### src/rtl/usart_frame_parser.sv
`default_nettype none
// ============================================================================
//  Module      : usart_frame_parser
//  Description : Parses SOF/LEN/payload/CHK frames from a USART byte stream
//                and holds one validated payload for addressed read-out.
//  Revision    : 1.0 - initial release
// ============================================================================
module usart_frame_parser #(
    parameter int unsigned CLK_FREQ      = 100_000_000,
    parameter int unsigned BAUD_RATE     = 115_200,
    parameter logic [7:0]  SOF_BYTE      = 8'hA5,
    parameter int unsigned MAX_LEN       = 16,
    parameter int unsigned TIMEOUT_BYTES = 4,
    localparam int unsigned ADDR_W       = (MAX_LEN > 1) ? $clog2(MAX_LEN) : 1
) (
    input  logic              clk,
    input  logic              reset,
    input  logic [7:0]        rx_data,
    input  logic              rx_toggle,
    input  logic [ADDR_W-1:0] rd_addr,
    output logic [7:0]        rd_data,
    output logic [7:0]        frame_len,
    output logic              frame_ready,
    input  logic              frame_ack,
    output logic              err_chk,
    output logic              err_len,
    output logic              err_timeout,
    output logic              err_overrun
);

    localparam int unsigned c_TIMEOUT_CLKS = TIMEOUT_BYTES * 10 * (CLK_FREQ / BAUD_RATE);
    localparam int unsigned c_TCNT_W       = $clog2(c_TIMEOUT_CLKS + 1);
    localparam logic [c_TCNT_W-1:0] c_TCNT_LAST = c_TCNT_W'(c_TIMEOUT_CLKS - 1);
    localparam int unsigned c_DEPTH        = 1 << ADDR_W;
    localparam logic [7:0]  c_MAX_LEN      = 8'(MAX_LEN);

    typedef enum logic [2:0] {
        S_IDLE    = 3'd0,
        S_LEN     = 3'd1,
        S_PAYLOAD = 3'd2,
        S_CHK     = 3'd3,
        S_HOLD    = 3'd4
    } state_t;

    state_t               r_state, w_state_nxt;
    logic                 r_toggle_q;
    logic [7:0]           r_len, w_len_nxt;
    logic [7:0]           r_chk, w_chk_nxt;
    logic [ADDR_W-1:0]    r_idx, w_idx_nxt;
    logic [c_TCNT_W-1:0]  r_tcnt, w_tcnt_nxt;
    logic [7:0]           r_frame_len, w_frame_len_nxt;
    logic                 r_frame_ready;
    logic [7:0]           r_rd_data;
    logic                 r_err_chk, r_err_len, r_err_timeout, r_err_overrun;
    logic                 w_err_chk, w_err_len, w_err_timeout, w_err_overrun;
    logic                 w_byte_stb;
    logic                 w_buf_we;
    logic                 w_counting;
    logic [7:0]           r_buf [c_DEPTH];

    assign w_byte_stb = rx_toggle ^ r_toggle_q;
    assign w_counting = (r_state == S_LEN) || (r_state == S_PAYLOAD) || (r_state == S_CHK);

    always_comb begin
        w_state_nxt     = r_state;
        w_len_nxt       = r_len;
        w_chk_nxt       = r_chk;
        w_idx_nxt       = r_idx;
        w_frame_len_nxt = r_frame_len;
        w_tcnt_nxt      = '0;
        w_buf_we        = 1'b0;
        w_err_chk       = 1'b0;
        w_err_len       = 1'b0;
        w_err_timeout   = 1'b0;
        w_err_overrun   = 1'b0;

        unique case (r_state)
            S_IDLE: begin
                if (w_byte_stb && (rx_data == SOF_BYTE)) begin
                    w_state_nxt = S_LEN;
                end
            end
            S_LEN: begin
                if (w_byte_stb) begin
                    if ((rx_data == 8'd0) || (rx_data > c_MAX_LEN)) begin
                        w_err_len   = 1'b1;
                        w_state_nxt = S_IDLE;
                    end else begin
                        w_len_nxt   = rx_data;
                        w_chk_nxt   = rx_data;
                        w_idx_nxt   = '0;
                        w_state_nxt = S_PAYLOAD;
                    end
                end
            end
            S_PAYLOAD: begin
                if (w_byte_stb) begin
                    w_buf_we  = 1'b1;
                    w_chk_nxt = r_chk ^ rx_data;
                    w_idx_nxt = r_idx + ADDR_W'(1);
                    if (8'(r_idx) == (r_len - 8'd1)) begin
                        w_state_nxt = S_CHK;
                    end
                end
            end
            S_CHK: begin
                if (w_byte_stb) begin
                    if (rx_data == r_chk) begin
                        w_frame_len_nxt = r_len;
                        w_state_nxt     = S_HOLD;
                    end else begin
                        w_err_chk   = 1'b1;
                        w_state_nxt = S_IDLE;
                    end
                end
            end
            S_HOLD: begin
                // A byte landing with the ack is handled as if already in IDLE.
                if (frame_ack) begin
                    w_state_nxt = (w_byte_stb && (rx_data == SOF_BYTE)) ? S_LEN : S_IDLE;
                end else if (w_byte_stb) begin
                    w_err_overrun = 1'b1;
                end
            end
            default: begin
                w_state_nxt = S_IDLE;
            end
        endcase

        // A strobe in the expiry cycle wins: the byte is taken and the count restarts.
        if (w_counting && !w_byte_stb) begin
            if (r_tcnt == c_TCNT_LAST) begin
                w_err_timeout = 1'b1;
                w_state_nxt   = S_IDLE;
            end else begin
                w_tcnt_nxt = r_tcnt + c_TCNT_W'(1);
            end
        end
    end

    always_ff @(posedge clk) begin
        if (!reset) begin
            r_state       <= S_IDLE;
            r_toggle_q    <= rx_toggle;
            r_len         <= 8'd0;
            r_chk         <= 8'd0;
            r_idx         <= '0;
            r_tcnt        <= '0;
            r_frame_len   <= 8'd0;
            r_frame_ready <= 1'b0;
            r_rd_data     <= 8'd0;
            r_err_chk     <= 1'b0;
            r_err_len     <= 1'b0;
            r_err_timeout <= 1'b0;
            r_err_overrun <= 1'b0;
        end else begin
            r_state       <= w_state_nxt;
            r_toggle_q    <= rx_toggle;
            r_len         <= w_len_nxt;
            r_chk         <= w_chk_nxt;
            r_idx         <= w_idx_nxt;
            r_tcnt        <= w_tcnt_nxt;
            r_frame_len   <= w_frame_len_nxt;
            r_frame_ready <= (w_state_nxt == S_HOLD);
            r_rd_data     <= r_buf[rd_addr];
            r_err_chk     <= w_err_chk;
            r_err_len     <= w_err_len;
            r_err_timeout <= w_err_timeout;
            r_err_overrun <= w_err_overrun;
        end
    end

    // Payload storage is deliberately left uninitialised by reset.
    always_ff @(posedge clk) begin
        if (reset && w_buf_we) begin
            r_buf[r_idx] <= rx_data;
        end
    end

    assign rd_data     = r_rd_data;
    assign frame_len   = r_frame_len;
    assign frame_ready = r_frame_ready;
    assign err_chk     = r_err_chk;
    assign err_len     = r_err_len;
    assign err_timeout = r_err_timeout;
    assign err_overrun = r_err_overrun;

endmodule
`default_nettype wire
### config.mk
export PLATFORM = sky130hd
export DESIGN_NAME = usart_frame_parser
export DESIGN_NICKNAME = d
export VERILOG_FILES = /design/src/rtl/usart_frame_parser.sv
export SDC_FILE = /design/constraint.sdc
export NUM_CORES = 1
export LEC_CHECK = 0
export ABC_AREA = 1
export BUFFER_PORTS_ARGS = -buffer_cell sky130_fd_sc_hd__buf_2
export CAP_MARGIN = 10
export CORE_ASPECT_RATIO = 1.5
export CORE_UTILIZATION = 58
export DETAILED_ROUTE_END_ITERATION = 8
export PLACE_DENSITY = 0.84
export SLEW_MARGIN = 40
export SYNTH_ARGS = -nofsm -noshare
export SYNTH_HDL_FRONTEND = slang
export SYNTH_SLANG_ARGS = --single-unit
export TNS_END_PERCENT = 30
### constraint.sdc
create_clock -name clk -period 2.9 [get_ports clk]
set_clock_uncertainty 0.05 [all_clocks]
set_input_delay 0.87 -clock clk [delete_from_list [all_inputs] [get_ports clk]]
set_output_delay 0.87 -clock clk [all_outputs]
set_load 0.02 [all_outputs]
==> impl_metrics.yaml, run 1 <==
clocking:
  hold_buffers: 0
  postCtsSetupBuffers: 0
  cts_buffers: 17
  clockBufferDepth: 2
  clk_latency_ns: 0.43
  cts.clk_slew.worst_paths_ns: 0.07
  cts_tree: "done"
  postCtsResizedCells: 0
  htree_num_levels: 4
  cts-root-buf: "clkbuf_16"
  clock-sinks: 189
worst_setup_path:
  cp_common_cell: "nand2_1"
  critical_path_buf_inv_count: 4
  crit_slowest_cell: "nand2_1"
  cp.required_ns: 2.99
  critical_path_class: "input pin to flip-flop"
  max_stage_delay_ns: 0.22
  crit_arrival_ns: 2.21
  crit_path_cell_trace: "buf_2, inv_1, nand2_1, nand2_1, nor2_2, nand2_1, inv_1, nand2_1, nor2_1, buf_4"
  cp_top_family: "simple AND/OR/NAND/NOR gates"
  worstPathMaxFanout: 8
  worst_setup_path_end_kind: "flip-flop"
  start_kind: "input pin"
routing:
  wirelength_um: 18700
  drt.antenna.violating_nets: 0
  vias: 6108
  drtIter0Drc: 466
  routedWlPerCell_um: 17.9
  drc: 0
  first_pass_iters: 5
  vias_per_cell: 5.85
cells_and_area:
  seq_area_mm2: 0.00506
  fin_nets: 891
  drive_gt1_share_pct: 14.7
  finalNonFillerCells: 1044
  n_antenna_cell: 0
  multi_input_area_mm2: 0.00263
  areaGrowthSynthToFinish_pct: 13.7
  fillers: 998
  fin_area_mm2: 0.00922
synthesis:
  syn_nets: 836
  netlist_top_cells_area: "edfxtp_1 (47%), dfxtp_1 (15%), nor2_1 (7.5%)"
  yosysTopAreaCell: "edfxtp_1"
  syn_area_per_cell_um2: 9.97
  syn-cell-area_mm2: 0.00811
  seq_area_frac_synth_pct: 62.4
  synth_cells: 814
  synth.distinct_cells: 37
  ys_ff_latch: 189
  synth_top_area_share_pct: 47.4
  synth_warnings: 0
timing:
  final-setup-viol-count: 0
  finalMaxSlewViolations: 0
  relSlewSlack_pct: 64.7
  max_freq_mhz: 471
  worst_slew_pin_slew_ns: 0.525
  rsz0062_at_grt: "false"
  setup_ws_ns: 0.778
  period_share_pct: 73.2
  tns_ns: 0
  fin_crit_ns: 2.12
  hold_violations: 0
pwr:
  leakage_uw: 0.00338
  p_per_area_mw_per_mm2: 615
  p_total_uw: 5670
  ir_drop_mv: 0.501
placed_design:
  placed_area_mm2: 0.00858
  dp.cells: 1012
  port_buffers: 36
  place_hpwl_um: 12200
  gp_congestion: 0.976
  post-place-ws_ns: 0.378
floorplanning:
  boundaryPins: 37
  start_util_pct: 59.7
  dieHeight_um: 147
  die_x_um: 98.6
  core_mm2: 0.0136
  fp.dieArea_mm2: 0.0145
  fp-row-count: 52
global_routing:
  grt_start_max_net_pins: 65
  antenna_found_initial: 0
  grt_overflow: 0
  track_usage_pct: 27.3
  grt_first_pass_wirelength_um: 29700
  grt_pass1_vias: 5719
flow_run:
  cap_violations: 0
hold_path:
  min_path_type: "flip-flop to flip-flop"
run_status:
  status: "complete, no violations"
==> layout make-up <==
class / count / area share, %
Sequential cell: 189 / 54.9
Multi-Input combinational cell: 530 / 28.5
Timing Repair Buffer: 71 / 4.94
Clock buffer: 19 / 4.69
Inverter: 60 / 2.44
Clock inverter: 13 / 2.31
Tap cell: 162 / 2.20
==> cell usage in the layout (no fill, tap or decap), drive strengths merged, types with 3 or more instances in the layout <==
cell,netlist,final
a21oi,38,38
buf,22,71
bufinv,0,5
clkbuf,13,19
clkinv,1,4
clkinvlp,0,3
dfxtp,61,61
edfxtp,128,128
ha,6,6
inv,59,61
nand2,107,107
nand3,55,55
nand4,9,9
nor2,168,168
nor3,10,10
nor3b,3,3
o211ai,32,32
o21ai,84,84
xnor2,9,9
xor2,3,3
==> Yosys cell counts, drive strengths merged <==
master,instances
o21ai,84
o211ai,32
nor3,10
nor4,1
buf,22
edfxtp,128
a21oi,38
or3,1
nand4,9
a211oi,2
nand2,107
clkbuf,13
nor2,168
xnor2,9
or2,1
xor2,3
inv,59
nand3,55
dfxtp,61
nor3b,3
clkinv,1
ha,6
a31oi,1
==> flip-flops by register name, indices dropped and copies added, names as in the netlist, 3 cells and up <==
signal	cells
frame_len	8
r_chk	8
r_tcnt	16
r_idx	4
r_buf	128
r_len	8
r_state	3
rd_data	8
==> routing by layer <==
layer  vias up  GRT usage, %  routed length [um]
met2       288          49.6                9880
li1       2897             -                   -
met1      2862          31.4                6780
met3        61          4.61                1220
met4         0          12.2                 831
met5         -             0                   0
==> power by group <==
group	internal [uW]	switching (uW)
clock network	1540	975
logic	78.9	201
registers	2880	1.79
total	4500	1180
==> cells by family (layout without fill, tap and decap cells) <==
logic type	Yosys count	count (layout)	share of synthesized area [%]
AOI/OAI and AO/OA	157	157	11.0
xor gates and xnor gates	12	12	1.30
adders and majority gates	6	6	0.925
buffers and inverters	95	163	5.18
DFF	189	189	62.4
and+or+nand+nor	355	355	19.2
==> path summary, 6_finish.rpt <==
| path | cells after the start | from | endpoint | slack (ns) |
|---|---|---|---|---|
| worst max-delay path | 10 | rx_toggle | r_buf[8][0]$_DFFE_PP_ | 0.78 |
| worst min-delay path | 1 | r_tcnt[0]$_SDFF_PP0_ | r_tcnt[0]$_SDFF_PP0_ | 0.41 |
| worst max register to register | 8 | r_state[2]$_SDFF_PN0_ | r_buf[8][0]$_DFFE_PP_ | 0.89 |
| worst min register to register | 1 | r_tcnt[0]$_SDFF_PP0_ | r_tcnt[0]$_SDFF_PP0_ | 0.41 |
==> stage by stage <==
step | util [%] | hold slack (ns)
CTS | 67.8 | 0.412
global placement | 63.1 | 0.391
finish | 67.8 | 0.410
global route | 67.8 | 0.424
floorplan | - | 0.379
detailed placement | 63.1 | 0.396
Power figures use the tool's default switching activity.
==> inputs of run 2 (changes only) <==
--- a/config.mk
+++ b/config.mk
@@ -5,7 +5,7 @@
 export SDC_FILE = /design/constraint.sdc
 export NUM_CORES = 1
 export LEC_CHECK = 0
-export ABC_AREA = 1
+export ABC_AREA = 0
 export BUFFER_PORTS_ARGS = -buffer_cell sky130_fd_sc_hd__buf_2
 export CAP_MARGIN = 10
 export CORE_ASPECT_RATIO = 1.5
==> constraint.sdc (replaced) <==
create_clock -name clk -period 2.21 [get_ports clk]
set_clock_uncertainty 0.05 [all_clocks]
set_input_delay 0.663 -clock clk [delete_from_list [all_inputs] [get_ports clk]]
set_output_delay 0.663 -clock clk [all_outputs]
set_load 0.02 [all_outputs]
==> run 2 against run 1 <==
Against the previous run:
- sequential share of layout area is 0.66 points lower
- flip-flop and latch count unchanged
- register-to-register slack got worse by 0.72 ns
==> impl_metrics.yaml, run 2 <==
routing:
  drtIter0Drc: 303
  vias_per_cell: 6.14
  drc: 0
  vias: 4754
  drt.antenna.violating_nets: 0
  first_pass_iters: 5
  wirelength_um: 17100
  routedWlPerCell_um: 22.1
synthesis:
  synth_ff_type: "edfxtp_1"
  synth_edf_count: 128
  synthTopCellsByCount: "edfxtp_1 (128), dfxtp_1 (61), nor2_1 (49)"
  ys_ff_latch: 189
  synth.distinct_cells: 53
  syn_area_per_cell_um2: 14.8
  syn_nets: 547
  netlist_top_cells_area: "edfxtp_1 (49%), dfxtp_1 (16%), mux4_2 (12%)"
  seq_area_frac_synth_pct: 65.0
  syn-cell-area_mm2: 0.00779
  yosysTopAreaCell: "edfxtp_1"
  synth.most_common_cell: "edfxtp_1"
  synth_warnings: 0
  async_flop_share_pct: 0
  synth_cells: 525
  synth_top_area_share_pct: 49.3
cells_and_area:
  fin_nets: 624
  fillers: 840
  areaGrowthSynthToFinish_pct: 19.8
  n_antenna_cell: 0
  final_cell_mix: "edfxtp_1 (128), dfxtp_1 (61), nand2_1 (41)"
  multi_input_area_mm2: 0.00265
  top_regs: "r_buf: 128 flops, r_tcnt: 16 flops"
  layout_commonest_cell: "edfxtp_1"
  seq_area_mm2: 0.00506
  top_register: "r_buf"
  finalNonFillerCells: 774
  largest_register_ffs: 128
  drive_gt1_share_pct: 31.5
worst_setup_path:
  cp_top_family: "buffers and inverters"
  max_stage_delay_ns: 0.44
  crit_path_cell_trace: "inv_2, nor4_4, buf_4, nand3_1, buf_4, nor2_2, buf_12"
  critical_path_buf_inv_count: 4
  start_kind: "flip-flop"
  worst_setup_path_end_kind: "flip-flop"
  crit_arrival_ns: 2.13
  cp_common_cell: "buf_4"
  critical_path_class: "flip-flop to flip-flop"
  worstPathMaxFanout: 8
  cp.required_ns: 2.31
  crit_slowest_cell: "dfxtp_1"
floorplanning:
  boundaryPins: 37
  core_mm2: 0.0130
  fp.dieArea_mm2: 0.0139
  dieHeight_um: 144
  start_util_pct: 59.9
  die_x_um: 96.6
  fp-row-count: 51
pwr:
  p_per_area_mw_per_mm2: 765
  leakage_uw: 0.00314
  ir_drop_mv: 0.551
flow_run:
  cap_violations: 0
global_routing:
  track_usage_pct: 26.8
  grt_overflow: 0
  antenna_found_initial: 0
  grt_pass1_vias: 4911
  grt_first_pass_wirelength_um: 27100
  grt_start_max_net_pins: 22
timing:
  finalMaxSlewViolations: 0
  relSlewSlack_pct: 58.6
  final-setup-viol-count: 0
  fin_crit_ns: 2.04
  holdWs_ns: 0.354
  rsz0062_at_grt: "false"
  setup_ws_ns: 0.174
  max_freq_mhz: 491
  worst_slew_pin_slew_ns: 0.620
  hold_violations: 0
  period_share_pct: 92.1
clocking:
  clockBufferDepth: 2
  htree_num_levels: 4
  cts-root-buf: "clkbuf_16"
  cts.clk_slew.worst_paths_ns: 0.07
  postCtsResizedCells: 0
  hold_buffers: 0
  cts_buffers: 17
  cts_tree: "done"
  clock-sinks: 189
  postCtsSetupBuffers: 0
  clk_latency_ns: 0.44
placed_design:
  gp_congestion: 0.860
  dp.cells: 742
  port_buffers: 36
  post-place-ws_ns: -0.187
  place_hpwl_um: 11900
hold_path:
  min_path_type: "input pin to flip-flop"
run_status:
  status: "complete, no violations"
run 2: cell types whose count changed after synthesis, moves of 11 or more:
cell,before,now
o211ai_1,32,5
nor2b_1,0,12
a21oi_1,33,4
xnor2_1,9,20
o21ai_0,79,2
nand2_1,103,41
nand3_1,48,10
inv_1,54,8
mux4_2,0,40
nor2_1,162,49
run 2: final timing paths:
check	from	end	slack, ns	cells after the start
setup / recovery	r_state[1]$_SDFF_PN0_	r_buf[6][2]$_DFFE_PP_	0.17	7
hold / removal	rx_toggle	r_toggle_q$_DFF_P_	0.35	1
setup reg to reg	r_state[1]$_SDFF_PN0_	r_buf[6][2]$_DFFE_PP_	0.17	7
hold reg to reg	r_tcnt[0]$_SDFF_PP0_	r_tcnt[0]$_SDFF_PP0_	0.42	1
run 2: routing by layer:
layer  vias to the layer above  GRT usage [%]  wire length, um
met4                         0           14.5              762
li1                       2130              -                -
met2                       171           47.9             9290
met3                        51           6.47              881
met1                      2402           29.5             6190
met5                         -              0                0
run 2: worst register-to-register path, stage by stage (launching register included):
cell	delay, ns
dfxtp_1	0.44
inv_2	0.13
nor4_4	0.29
buf_4	0.20
nand3_1	0.09
buf_4	0.18
nor2_2	0.20
buf_12	0.17
run 2: report_power, final:
group	internal [uW]	switching, uW
registers	3780	5.12
clock network	1610	1420
logic	153	176
total	5540	1600
run 2: cell families after synthesis:
family	Yosys count	synth area share (%)
AO/OA/AOI/OAI	34	3.57
XOR/XNOR	33	3.81
adder cells (fa/ha/maj)	6	0.964
buffers and inverters	40	2.60
flip-flops	189	65.0
multiplexers	50	12.9
AND/OR/NAND/NOR	173	11.2
run 2: through the flow:
step                setup TNS [ns]  total power [uW]  util (%)  area, um2
floorplan                  -0.0472              4050         -       7930
global placement             -3.23              4180      67.1       8740
detailed placement           -8.04              4190      67.1       8740
CTS                              0              7180      71.7       9330
global route                     0              7340      71.7       9330
finish                           0              7140      71.7       9330
run 2: cell type report:
class,count,area share (%)
inverters,9,0.362
repair buffers,89,8.47
multi-input cells,296,28.4
well taps,159,2.13
clock buffers,17,4.56
clock inverters,15,1.84
flip-flops and latches,189,54.3
==> inputs of run 3 (changes only) <==
--- a/config.mk
+++ b/config.mk
@@ -9,9 +9,9 @@
 export BUFFER_PORTS_ARGS = -buffer_cell sky130_fd_sc_hd__buf_2
 export CAP_MARGIN = 10
 export CORE_ASPECT_RATIO = 1.5
-export CORE_UTILIZATION = 58
+export CORE_UTILIZATION = 45
 export DETAILED_ROUTE_END_ITERATION = 8
-export PLACE_DENSITY = 0.84
+export PLACE_DENSITY = 0.69
 export SLEW_MARGIN = 40
 export SYNTH_ARGS = -nofsm -noshare
 export SYNTH_HDL_FRONTEND = slang
==> run 3 against run 2 <==
Against the previous run:
- final area is 0.98% higher
- maximum frequency is 0.76% higher
- register-to-register slack better by 0.06 ns
- setup slack better by 0.015 ns
- critical path type is now input pin to flip-flop
- via count is 3.3% lower
- highest routed layer unchanged
- flip-flop and latch count stayed put
- largest power group unchanged
- critical endpoint is now r_chk[4]$_SDFFE_PN0P_
- first-iteration DRC count is 25% lower
- combinational power is 4% higher
- sequential share of layout area is 0.53 points lower
==> impl_metrics.yaml, run 3 (synthesis results as in run 2) <==
run_status:
  status: "complete, no violations"
worst_setup_path:
  start_kind: "input pin"
  worstReg2RegEnd: "r_chk[4]$_SDFFE_PN0P_"
  r2r_slack_ns: 0.23
  r2r_cells: 6
  r2r_start: "r_state[0]$_SDFF_PN0_"
  crit_arrival_ns: 2.28
  worstPathMaxFanout: 8
  worst_setup_path_end_kind: "flip-flop"
  critical_path_class: "input pin to flip-flop"
  cp.required_ns: 2.47
routing:
  vias_per_cell: 5.56
  drc: 0
  wirelength_um: 16900
  drtIter0Drc: 227
  first_pass_iters: 5
  vias: 4598
  routedWlPerCell_um: 20.5
  drt.antenna.violating_nets: 0
floorplanning:
  fp.dieArea_mm2: 0.0179
  start_util_pct: 46.3
  boundaryPins: 37
  die_x_um: 109
  dieHeight_um: 163
  fp-row-count: 58
  core_mm2: 0.0168
cells_and_area:
  top_register: "r_buf"
  top_regs: "r_buf: 128 flops, r_tcnt: 16 flops"
  fin_nets: 626
  areaGrowthSynthToFinish_pct: 21.0
  drive_gt1_share_pct: 31.3
  largest_register_ffs: 128
  multi_input_area_mm2: 0.00265
  finalNonFillerCells: 827
  fin_util_pct: 56.0
  final_cell_mix: "edfxtp_1 (128), dfxtp_1 (61), nand2_1 (41)"
  seq_area_mm2: 0.00506
  n_antenna_cell: 0
  layout_commonest_cell: "edfxtp_1"
  fillers: 1341
global_routing:
  antenna_found_initial: 0
  track_usage_pct: 20.8
  grt_pass1_vias: 4836
  grt_start_max_net_pins: 22
  grt_first_pass_wirelength_um: 26500
  grt_overflow: 0
clocking:
  clk_latency_ns: 0.43
  cts_tree: "done"
  postCtsSetupBuffers: 0
  cts.clk_slew.worst_paths_ns: 0.07
  cts-root-buf: "clkbuf_16"
  clock-sinks: 189
  htree_num_levels: 4
  postCtsResizedCells: 0
  hold_buffers: 0
  cts_buffers: 17
  clockBufferDepth: 2
pwr:
  ir_drop_mv: 0.729
  p_per_area_mw_per_mm2: 775
  leakage_uw: 0.00314
placed_design:
  dp.cells: 795
  post-place-ws_ns: -0.248
  port_buffers: 36
  gp_congestion: 0.810
  place_hpwl_um: 11900
timing:
  relSlewSlack_pct: 61.4
  final-setup-viol-count: 0
  fin_crit_ns: 2.02
  period_share_pct: 91.4
  max_freq_mhz: 495
  worst_slew_pin_slew_ns: 0.578
  rsz0062_at_grt: "false"
  setup_ws_ns: 0.189
  hold_violations: 0
  finalMaxSlewViolations: 0
hold_path:
  hp-start: "rx_toggle"
  worstHoldEndpoint: "r_toggle_q$_DFF_P_"
  hold_depth: 1
  min_path_type: "input pin to flip-flop"
flow_run:
  cap_violations: 0
## run 3: cell types whose count changed in the layout (fill, tap and decap cells not counted), sizes merged
| cell | previous run | this run |
|---|---|---|
| clkbuf | 17 | 18 |
| bufinv | 1 | 4 |
| clkinv | 4 | 5 |
| clkinvlp | 2 | 3 |
| inv | 17 | 11 |
| buf | 89 | 91 |
## run 3: worst max-delay path by stage
stage                                     start  cells past startpoint                    end  slack (ns)
after floorplan                      rx_data[3]                      8  r_chk[0]$_SDFFE_PN0P_      -0.009
after global placement               rx_data[7]                      6  r_chk[2]$_SDFFE_PN0P_       -0.24
after detailed placement             rx_data[7]                      6  r_chk[2]$_SDFFE_PN0P_       -0.25
after CTS                            rx_data[7]                      6  r_chk[4]$_SDFFE_PN0P_        0.21
after global routing      r_state[0]$_SDFF_PN0_                      6  r_chk[2]$_SDFFE_PN0P_        0.09
final                                rx_data[7]                      6  r_chk[4]$_SDFFE_PN0P_        0.19
## run 3: final cells by class
cell class / instances / area share, %
well taps: 210 / 2.79
flip-flops and latches: 189 / 53.7
inverters: 9 / 0.358
clock inverters: 14 / 2.04
repair buffers: 91 / 8.42
multi-input cells: 296 / 28.1
clock buffers: 18 / 4.55
## run 3: metrics by stage
step	instance area [um2]	setup TNS [ns]	power [uW]	hold WS, ns
final	9420	0	7310	0.346
after global routing	9420	0	7530	0.328
after CTS	9420	0	7380	0.323
after detailed placement	8800	-11.62	4210	0.417
after global placement	8800	-9.63	4200	0.386
after floorplan	7930	-0.0472	4050	0.376
## run 3: routing by layer
layer	track usage (%)	part of all wire [%]	routed length [um]	vias to the layer above
met5	0	0	0	-
met4	8.06	2.7	465	0
met1	22.5	38	6390	2329
li1	-	-	-	2120
met2	38.0	55	9290	123
met3	5.59	4.6	783	26
## run 3: worst max-delay path, cell delays in order
cell and delay, ns:
buf_2 0.14, or4_4 0.53, or3_1 0.49, buf_4 0.21, o2111ai_2 0.15, nand2_1 0.08
## run 3: power by group
group	total [uW]	switching (uW)	internal (uW)
registers	3790	6.65	3780
logic	341	190	151
clock network	3180	1280	1900
total	7310	1480	5830
